$ cat src/rtl/aes_wb_sequencer.sv
// aes_wb_sequencer
//   Wishbone master that runs one AES-128 encryption on aes_top_wb per request:
//   writes 4 key words, 4 plaintext words and the start register, polls the
//   done bit, reads 4 ciphertext words and returns them on a response port.
//
//   Ports
//     wb_clk_i, wb_rst_i            clock, synchronous active-high reset
//     req_valid_i/req_ready_o       request handshake, req_key_i/req_pt_i (word 0 = [127:96])
//     rsp_valid_o/rsp_ready_i       response handshake, rsp_ct_o, rsp_err_o
//     busy_o                        FSM not idle
//     wbm_*                         classic wishbone master, one beat at a time
//
//   Optional feature: define AES_SEQ_KEY_CACHE_EN to remember the last key that
//   completed without error and skip the key writes when it is requested again.
module aes_wb_sequencer #(
  parameter int            AW         = 30,
  parameter logic [AW-1:0] PT_BASE    = 'h00,
  parameter logic [AW-1:0] KEY_BASE   = 'h04,
  parameter logic [AW-1:0] START_ADDR = 'h08,
  parameter logic [AW-1:0] DONE_ADDR  = 'h09,
  parameter logic [AW-1:0] CT_BASE    = 'h0A,
  parameter int            POLL_LIMIT = 64
) (
  input  logic          wb_clk_i,
  input  logic          wb_rst_i,
  input  logic          req_valid_i,
  output logic          req_ready_o,
  input  logic [127:0]  req_key_i,
  input  logic [127:0]  req_pt_i,
  output logic          rsp_valid_o,
  input  logic          rsp_ready_i,
  output logic [127:0]  rsp_ct_o,
  output logic          rsp_err_o,
  output logic          busy_o,
  output logic          wbm_cyc_o,
  output logic          wbm_stb_o,
  output logic          wbm_we_o,
  output logic [AW-1:0] wbm_adr_o,
  output logic [31:0]   wbm_dat_o,
  output logic [3:0]    wbm_sel_o,
  input  logic [31:0]   wbm_dat_i,
  input  logic          wbm_ack_i,
  input  logic          wbm_err_i
);

  localparam int PCW = $clog2(POLL_LIMIT + 1);

  typedef enum logic [2:0] {IDLE, WR_KEY, WR_PT, WR_START, POLL, RD_CT, RESP} state_t;

  state_t         state, state_nxt;
  logic [2:0]     idx, idx_nxt;
  logic [PCW-1:0] poll_cnt;
  logic [127:0]   key_q, pt_q, ct_q;
  logic           cyc_q, we_q, err_q;
  logic [AW-1:0]  adr_q;
  logic [31:0]    dat_q;
  logic           handshake, issue, fail, key_hit, resp_ok;
  logic [AW-1:0]  beat_adr;
  logic           beat_we;
  logic [31:0]    beat_dat;

  function automatic logic [31:0] word_sel(input logic [127:0] v, input logic [1:0] i);
    case (i)
      2'd0:    return v[127:96];
      2'd1:    return v[95:64];
      2'd2:    return v[63:32];
      default: return v[31:0];
    endcase
  endfunction

  assign handshake = req_valid_i && req_ready_o;

  // Address/data of the beat selected by the current state and word index.
  always_comb begin
    beat_adr = '0;
    beat_we  = 1'b0;
    beat_dat = '0;
    case (state)
      WR_KEY:   begin beat_adr = KEY_BASE + AW'(idx[1:0]); beat_we = 1'b1; beat_dat = word_sel(key_q, idx[1:0]); end
      WR_PT:    begin beat_adr = PT_BASE + AW'(idx[1:0]);  beat_we = 1'b1; beat_dat = word_sel(pt_q, idx[1:0]); end
      WR_START: begin beat_adr = START_ADDR; beat_we = 1'b1; beat_dat = 32'h1; end
      POLL:     beat_adr = DONE_ADDR;
      RD_CT:    beat_adr = CT_BASE + AW'(idx[1:0]);
      default:  ;
    endcase
  end

  // State register.
  always_ff @(posedge wb_clk_i) begin
    if (wb_rst_i) begin
      state    <= IDLE;
      idx      <= '0;
      poll_cnt <= '0;
    end else begin
      state <= state_nxt;
      idx   <= idx_nxt;
      if (state != POLL && state_nxt == POLL)
        poll_cnt <= '0;
      else if (state == POLL && cyc_q && wbm_ack_i && !wbm_err_i && poll_cnt != PCW'(POLL_LIMIT))
        poll_cnt <= poll_cnt + 1'b1;
    end
  end

  // Next-state logic. A bus state alternates between an idle slot (cyc low,
  // issue the next beat) and a beat in flight (wait for ack/err). The last
  // ciphertext ack parks idx at 4 so RESP is entered after the idle slot.
  always_comb begin
    state_nxt = state;
    idx_nxt   = idx;
    issue     = 1'b0;
    fail      = 1'b0;
    case (state)
      IDLE: begin
        if (handshake) begin
          state_nxt = key_hit ? WR_PT : WR_KEY;
          idx_nxt   = '0;
        end
      end
      WR_KEY, WR_PT, WR_START, POLL, RD_CT: begin
        if (!cyc_q) begin
          if (state == RD_CT && idx == 3'd4) state_nxt = RESP;
          else                               issue     = 1'b1;
        end else if (wbm_err_i) begin
          // err wins over a simultaneous ack
          state_nxt = RESP;
          fail      = 1'b1;
        end else if (wbm_ack_i) begin
          case (state)
            WR_KEY: begin
              if (idx == 3'd3) begin state_nxt = WR_PT; idx_nxt = '0; end
              else idx_nxt = idx + 3'd1;
            end
            WR_PT: begin
              if (idx == 3'd3) begin state_nxt = WR_START; idx_nxt = '0; end
              else idx_nxt = idx + 3'd1;
            end
            WR_START: state_nxt = POLL;
            POLL: begin
              if (wbm_dat_i[0]) begin
                state_nxt = RD_CT;
                idx_nxt   = '0;
              end else if (poll_cnt >= PCW'(POLL_LIMIT - 1)) begin
                state_nxt = RESP;
                fail      = 1'b1;
              end
            end
            default: idx_nxt = idx + 3'd1;
          endcase
        end
      end
      RESP:    if (rsp_ready_i) state_nxt = IDLE;
      default: state_nxt = IDLE;
    endcase
  end

  assign resp_ok = (state != RESP) && (state_nxt == RESP) && !fail;

  // Outputs decoded from state.
  always_comb begin
    req_ready_o = (state == IDLE) && !wb_rst_i;
    busy_o      = (state != IDLE);
    rsp_valid_o = (state == RESP);
  end

  // Bus beat registers and response registers.
  always_ff @(posedge wb_clk_i) begin
    if (wb_rst_i) begin
      cyc_q <= 1'b0;
      we_q  <= 1'b0;
      adr_q <= '0;
      dat_q <= '0;
      ct_q  <= '0;
      err_q <= 1'b0;
    end else begin
      if (handshake) begin
        ct_q  <= '0;
        err_q <= 1'b0;
      end
      if (issue) begin
        cyc_q <= 1'b1;
        we_q  <= beat_we;
        adr_q <= beat_adr;
        dat_q <= beat_dat;
      end else if (cyc_q && (wbm_ack_i || wbm_err_i)) begin
        cyc_q <= 1'b0;
        we_q  <= 1'b0;
        adr_q <= '0;
        dat_q <= '0;
      end
      if (state == RD_CT && cyc_q && wbm_ack_i && !wbm_err_i)
        ct_q[(3 - idx[1:0]) * 32 +: 32] <= wbm_dat_i;
      if (fail) begin
        ct_q  <= '0;
        err_q <= 1'b1;
      end
    end
  end

  // Request operands carry no control meaning, so they are not reset.
  always_ff @(posedge wb_clk_i) begin
    if (handshake) begin
      key_q <= req_key_i;
      pt_q  <= req_pt_i;
    end
  end

`ifdef AES_SEQ_KEY_CACHE_EN
  logic [127:0] cache_key;
  logic         cache_vld;

  always_ff @(posedge wb_clk_i) begin
    if (wb_rst_i || fail) begin
      cache_vld <= 1'b0;
    end else if (resp_ok) begin
      cache_vld <= 1'b1;
      cache_key <= key_q;
    end
  end

  assign key_hit = cache_vld && (req_key_i == cache_key);
`else
  assign key_hit = 1'b0;
`endif

  assign wbm_cyc_o = cyc_q;
  assign wbm_stb_o = cyc_q;
  assign wbm_we_o  = we_q;
  assign wbm_adr_o = adr_q;
  assign wbm_dat_o = dat_q;
  assign wbm_sel_o = cyc_q ? 4'hF : 4'h0;
  assign rsp_ct_o  = ct_q;
  assign rsp_err_o = err_q;

endmodule

$ cat config.mk
export PLATFORM = sky130hd
export DESIGN_NAME = aes_wb_sequencer
export DESIGN_NICKNAME = d
export VERILOG_FILES = /design/src/rtl/aes_wb_sequencer.sv
export SDC_FILE = /design/constraint.sdc
export NUM_CORES = 1
export LEC_CHECK = 0
export ABC_AREA = 0
export CORE_AREA = 5 5 189 191
export DETAILED_ROUTE_END_ITERATION = 8
export DIE_AREA = 0 0 194 196
export DONT_BUFFER_PORTS = 1
export PLACE_DENSITY = 0.7
export SYNTH_ARGS = -nofsm -noshare
export SYNTH_HDL_FRONTEND = slang
export SYNTH_SLANG_ARGS = --single-unit
export TNS_END_PERCENT = 1
$ cat constraint.sdc
create_clock -name wb_clk_i -period 6.6 [get_ports wb_clk_i]
set_input_delay 1.32 -clock wb_clk_i [delete_from_list [all_inputs] [get_ports wb_clk_i]]
set_output_delay 1.32 -clock wb_clk_i [all_outputs]
set_load 0.005 [all_outputs]
==> impl_metrics.tcl, run 1 <==
set metrics [dict create \
    outcome "finished clean" \
    maxCapViolCount 0 \
    hold_viol_final 0 \
    skew_ps 24.0 \
    num-nets-final 1565 \
    syn_to_final_growth_pct 9.68 \
    slew_headroom_pct 22.1 \
    grt_pass1_wl_mm 66.1 \
    first_pass_iters 7 \
    cts_setup_buffers 0 \
    core.rowCount 68 \
    cts_root_buf "clkbuf_16" \
    pwr-share-comb_pct 3.5 \
    min_period_ps 3690 \
    grt_pass1_vias 10600 \
    max-clock-path-buffers 3 \
    yosysMostFrequentCell "edfxtp_1" \
    crit_slowest_cell "dfxtp_1" \
    cts_resized 0 \
    ir_drop_mv 0.285 \
    die_w_microns 194 \
    yosysWarnings 0 \
    reg2reg_from "state[2]" \
    synth_edf_count 256 \
    crit_buf_inv 1 \
    grtUsageTotal_pct 22.4 \
    period_share_pct 55.9 \
    min_path_type "reg -> reg" \
    wl_per_cell_microns 25.8 \
    use_met2_pct 38.2 \
    ys_seq_area_share_pct 68.2 \
    use_met1_pct 24.9 \
    top_level_ports 495 \
    switchingPower_mw 1.21 \
    drt_wl_total_mm 45.2 \
    grt_max_degree 119 \
    tritoncts "built" \
    start_util_pct 48.8 \
    max_freq_mhz 271 \
    h-tree-depth 2 \
    setup_viol 0 \
    finalInstanceArea_sq_um 18200 \
    drive_above_1_share_pct 8.88 \
    ys_ff_latch 436 \
    vias 11000 \
    crit_fanout 22 \
    cts_sinks 436 \
    dieArea_sq_um 38000 \
    finalSetupTns_ps 0 \
    globalRoute.totalOverflow 0 \
    insertion_delay_ps 580 \
    p_seq_share_pct 53.7 \
    cts_buffers 43 \
    p_clk_share_pct 42.8 \
    core_area_sq_um 33900 \
    clkTransAtPathRegs_ps 60 \
    die_h_microns 196 \
    place_area_sq_um 16800 \
    synth_area_leaders "edfxtp_1, dfxtp_1, a22oi_1, a222oi_1, nor2_1" \
    post-dp-hpwl_mm 30.8 \
    use_met3_pct 9.89 \
    crit_chain "clkinv_1, nor2_1" \
    avgSynthCellArea_sq_um 12.7 \
    critPathMaxStageDelay_ps 880 \
    cp-startpoint "state[2]" \
    worst_pin_slew_ps 1170 \
    drcViolationCount 0 \
    netlist_area_sq_um 16600 \
    power_density_nw_per_um2 308 \
    critPathRequiredTime_ps 5280 \
    finalMaxSlewViolations 0 \
    startpoint_type "flip-flop" \
    ctsHoldBuffers 0 \
    sw_frac_of_total_pct 21.6 \
    rsz0062_at_grt "false" \
    gp_congestion 0.862 \
    synth_top_area_share_pct 46.4 \
    p_int_mw 4.38 \
    yosysTopAreaCell "edfxtp_1" \
    path_delay_family "flip-flops" \
    vias_per_cell 6.28 \
    antenna_left 0 \
    critPathKind "reg -> out" \
    power_leakage_nw 5.92 \
    synthCells 1304 \
    setup.worst_path.end_class "primary output" \
    worstHoldStart "wbm_dat_o[17]" \
    drt_iter0_markers 1220 \
    synth_ff_type "edfxtp_1" \
    antenna_found_initial 12 \
    cp.arrival_ps 2370 \
    busiest_layer "met2" \
    netlist_top_cells_count "edfxtp_1, dfxtp_1, a22oi_1, nor2_1, nand2_1" \
    synthArstFlopShare_pct 0 \
    yosys.cell_types.count 58 \
    numPortBuffers 0 \
]
final timing paths:
path                   endpoint  slack, ps  cells past startpoint
setup / recovery    rsp_valid_o       2910                      2
hold / removal    wbm_dat_o[17]        500                      1
setup reg to reg  rsp_ct_o[121]       3220                      6
hold reg to reg   wbm_dat_o[17]        500                      1
layer usage:
metal,part of all wire (%),up-vias
li1,-,4874
met1,35,5380
met2,50,656
met3,12,97
met4,3.3,8
met5,0.11,-
per-stage QoR:
step                util (%)  worst slack [ps]  hold WS, ps  std cells  total power, mW
finish                  53.5              2910          499       1754             5.59
global route            53.5              2730          511       1753             5.78
CTS                     53.5              2900          499       1750             5.63
detailed placement      49.3              2710          489       1670             3.26
global placement        49.3              2750          486       1670             3.25
floorplan                  -               915          453       1329             3.22
state kept, by name, indices dropped and copies added (netlist names), 3 cells and up:
name	count
wbm_adr_o	4
idx	3
rsp_ct_o	128
poll_cnt	7
wbm_dat_o	32
pt_q	128
key_q	128
state	3
final cells by class:
| cell class | count | area [sq um] |
|---|---|---|
| fill | 2717 | 15800 |
| timing repair buffer | 21 | 158 |
| clock inverter | 22 | 205 |
| sequential | 436 | 11300 |
| tap | 455 | 569 |
| inverter | 15 | 63.8 |
| antenna | 4 | 10.0 |
| clock buffer | 58 | 1190 |
| multi-input combinational | 743 | 4670 |
cells in the final DEF (no fill, tap or decap), types with 26 or more instances in the layout:
cell / instances
edfxtp_1: 256
dfxtp_1: 180
a22oi_1: 127
nor2_1: 108
nand2_1: 78
o21ai_0: 74
nand3_1: 73
a222oi_1: 64
a21oi_1: 51
clkbuf_16: 44
o2bb2ai_1: 33
conb_1: 26
logic make-up (layout without fill, tap and decap cells):
logic type                 after synthesis  count (layout)  share of synthesized area (%)
DFF                                    436             436                           68.2
AOI/OAI and AO/OA                      375             375                           16.5
adders and majority gates               11              11                          0.831
muxes                                    5               5                          0.302
buffers and inverters                  150             116                           4.58
and+or+nand+nor                        322             322                           9.35
other                                    1              30                         0.0226
xor gates and xnor gates                 4               4                          0.212
power by group through the flow:
stage	clock (mW)	sequential, mW	combinational, mW
2_1_floorplan	0	3.06	0.160
3_3_place_gp	0	3.06	0.190
3_5_place_dp	0	3.06	0.193
4_1_cts	2.43	3.00	0.193
5_1_grt	2.56	3.01	0.211
6_report	2.39	3.01	0.193
worst reg2reg max path: cells and delay by family (launching register included):
kind            cells  cell delay (ps)
compound gates      2              440
fa+ha+maj           1              540
buf+inv             2             1220
flops               1              880
simple gates        1              140
Note: power is estimated with default switching activity, not from simulation.
==> run 2: changes to the inputs <==
- clock period: 6.6 -> 3.7 ns (I/O delays scaled with it)
==> run 2 against run 1 <==
Against the previous run:
- critical path depth unchanged
- critical path type unchanged
- global-route usage increased by 0.37 points
- count of clock-buffer cells in the layout decreased by 1
- highest routed layer unchanged
==> impl_metrics.tcl, run 2 (same netlist as run 1, synthesis figures left out) <==
set metrics [dict create \
    utilization_pct 54.1 \
    finalSetupTns_ps 0 \
    cts_sinks 436 \
    fin_cells 1765 \
    wl_per_cell_microns 26.0 \
    drt_iter0_markers 1050 \
    use_met1_pct 26.2 \
    ctsHoldBuffers 0 \
    cts_resized 0 \
    startpoint_type "flip-flop" \
    num-nets-final 1574 \
    antenna_left 0 \
    min_path_type "in -> reg" \
    maxCapViolCount 0 \
    core.rowCount 68 \
    clkTransAtPathRegs_ps 60 \
    outcome "finished clean" \
    whs_ps 251 \
    critPathKind "reg -> out" \
    cts_setup_buffers 0 \
    globalRoute.totalOverflow 0 \
    crit_fanout 22 \
    multi_input_area_sq_um 4670 \
    drcViolationCount 0 \
    cp.arrival_ps 2320 \
    period_share_pct 82.6 \
    top_level_ports 495 \
    insertion_delay_ps 550 \
    max_freq_mhz 327 \
    cts_buffers 43 \
    worst_pin_slew_ps 983 \
    ir_drop_mv 0.583 \
    min_period_ps 3060 \
    finalMaxSlewViolations 0 \
    first_pass_iters 6 \
    final_cell_mix "edfxtp_1, dfxtp_1, a22oi_1, nor2_1, nand2_1" \
    vias_per_cell 6.26 \
    power_density_nw_per_um2 548 \
    die_h_microns 196 \
    gp_congestion 0.895 \
    use_met3_pct 9.20 \
    max-clock-path-buffers 3 \
    tritoncts "built" \
    antenna_found_initial 10 \
    numPortBuffers 0 \
    setup_viol 0 \
    grt_pass1_wl_mm 67.2 \
    final_common_cell "edfxtp_1" \
    syn_to_final_growth_pct 10.8 \
    core_area_sq_um 33900 \
    cts_root_buf "clkbuf_16" \
    fillers 2751 \
    post-dp-hpwl_mm 31.4 \
    grt_max_degree 77 \
    power_leakage_nw 6.01 \
    skew_ps 20.4 \
    vias 11100 \
    dp_cells 1679 \
    drive_above_1_share_pct 9.67 \
    busiest_layer "met2" \
    setup.worst_path.end_class "primary output" \
    drt_wl_total_mm 46.0 \
    use_met2_pct 38.8 \
    grt_pass1_vias 10700 \
    dieArea_sq_um 38000 \
    total_power_mw 10.1 \
    rsz0062_at_grt "false" \
    grtUsageTotal_pct 22.8 \
    hold_viol_final 0 \
    critPathRequiredTime_ps 2960 \
    ff_latch_area_sq_um 11300 \
    start_util_pct 48.8 \
    h-tree-depth 2 \
    slew_headroom_pct 34.3 \
    die_w_microns 194 \
]
run 2: cell type report:
| class | instances | area share [%] |
|---|---|---|
| well taps | 455 | 3.10 |
| flip-flops and latches | 436 | 61.5 |
| multi-input cells | 743 | 25.5 |
| clock inverters | 22 | 1.25 |
| diodes | 7 | 0.0955 |
| clock buffers | 57 | 6.44 |
| repair buffers | 30 | 1.77 |
| inverters | 15 | 0.348 |
run 2: path summary, 6_finish.rpt:
path | slack [ps] | endpoint | cells after the start | startpoint
worst max-delay path | 640 | rsp_valid_o | 2 | state[2]
worst min-delay path | 250 | rsp_err_o | 1 | wb_rst_i
worst max register to register | 840 | poll_cnt[4] | 6 | state[2]
worst min register to register | 490 | rsp_ct_o[1] | 2 | rsp_ct_o[1]
run 2: per-layer routing:
layer  up-vias  routed length [microns]
met5         -                       47
met4         6                     1440
met3        94                     5380
met2       644                    23100
met1      5410                    16000
li1       4901                        -
run 2: metrics by stage:
stage	instance area (sq um)	setup slack (ps)
CTS	18300	644
global route	18300	488
finish	18300	644
global placement	16900	938
detailed placement	16900	876
floorplan	16700	268
run 2: power by group:
part | internal (mW) | switching, mW
registers | 5.31 | 0.0559
clock network | 2.54 | 1.79
logic | 0.0914 | 0.274
total | 7.94 | 2.12
run 2: worst max-delay path, cell delays in order, from the launching register on:
cell and delay (ps):
dfxtp_1 880, clkinv_1 530, nor2_1 360
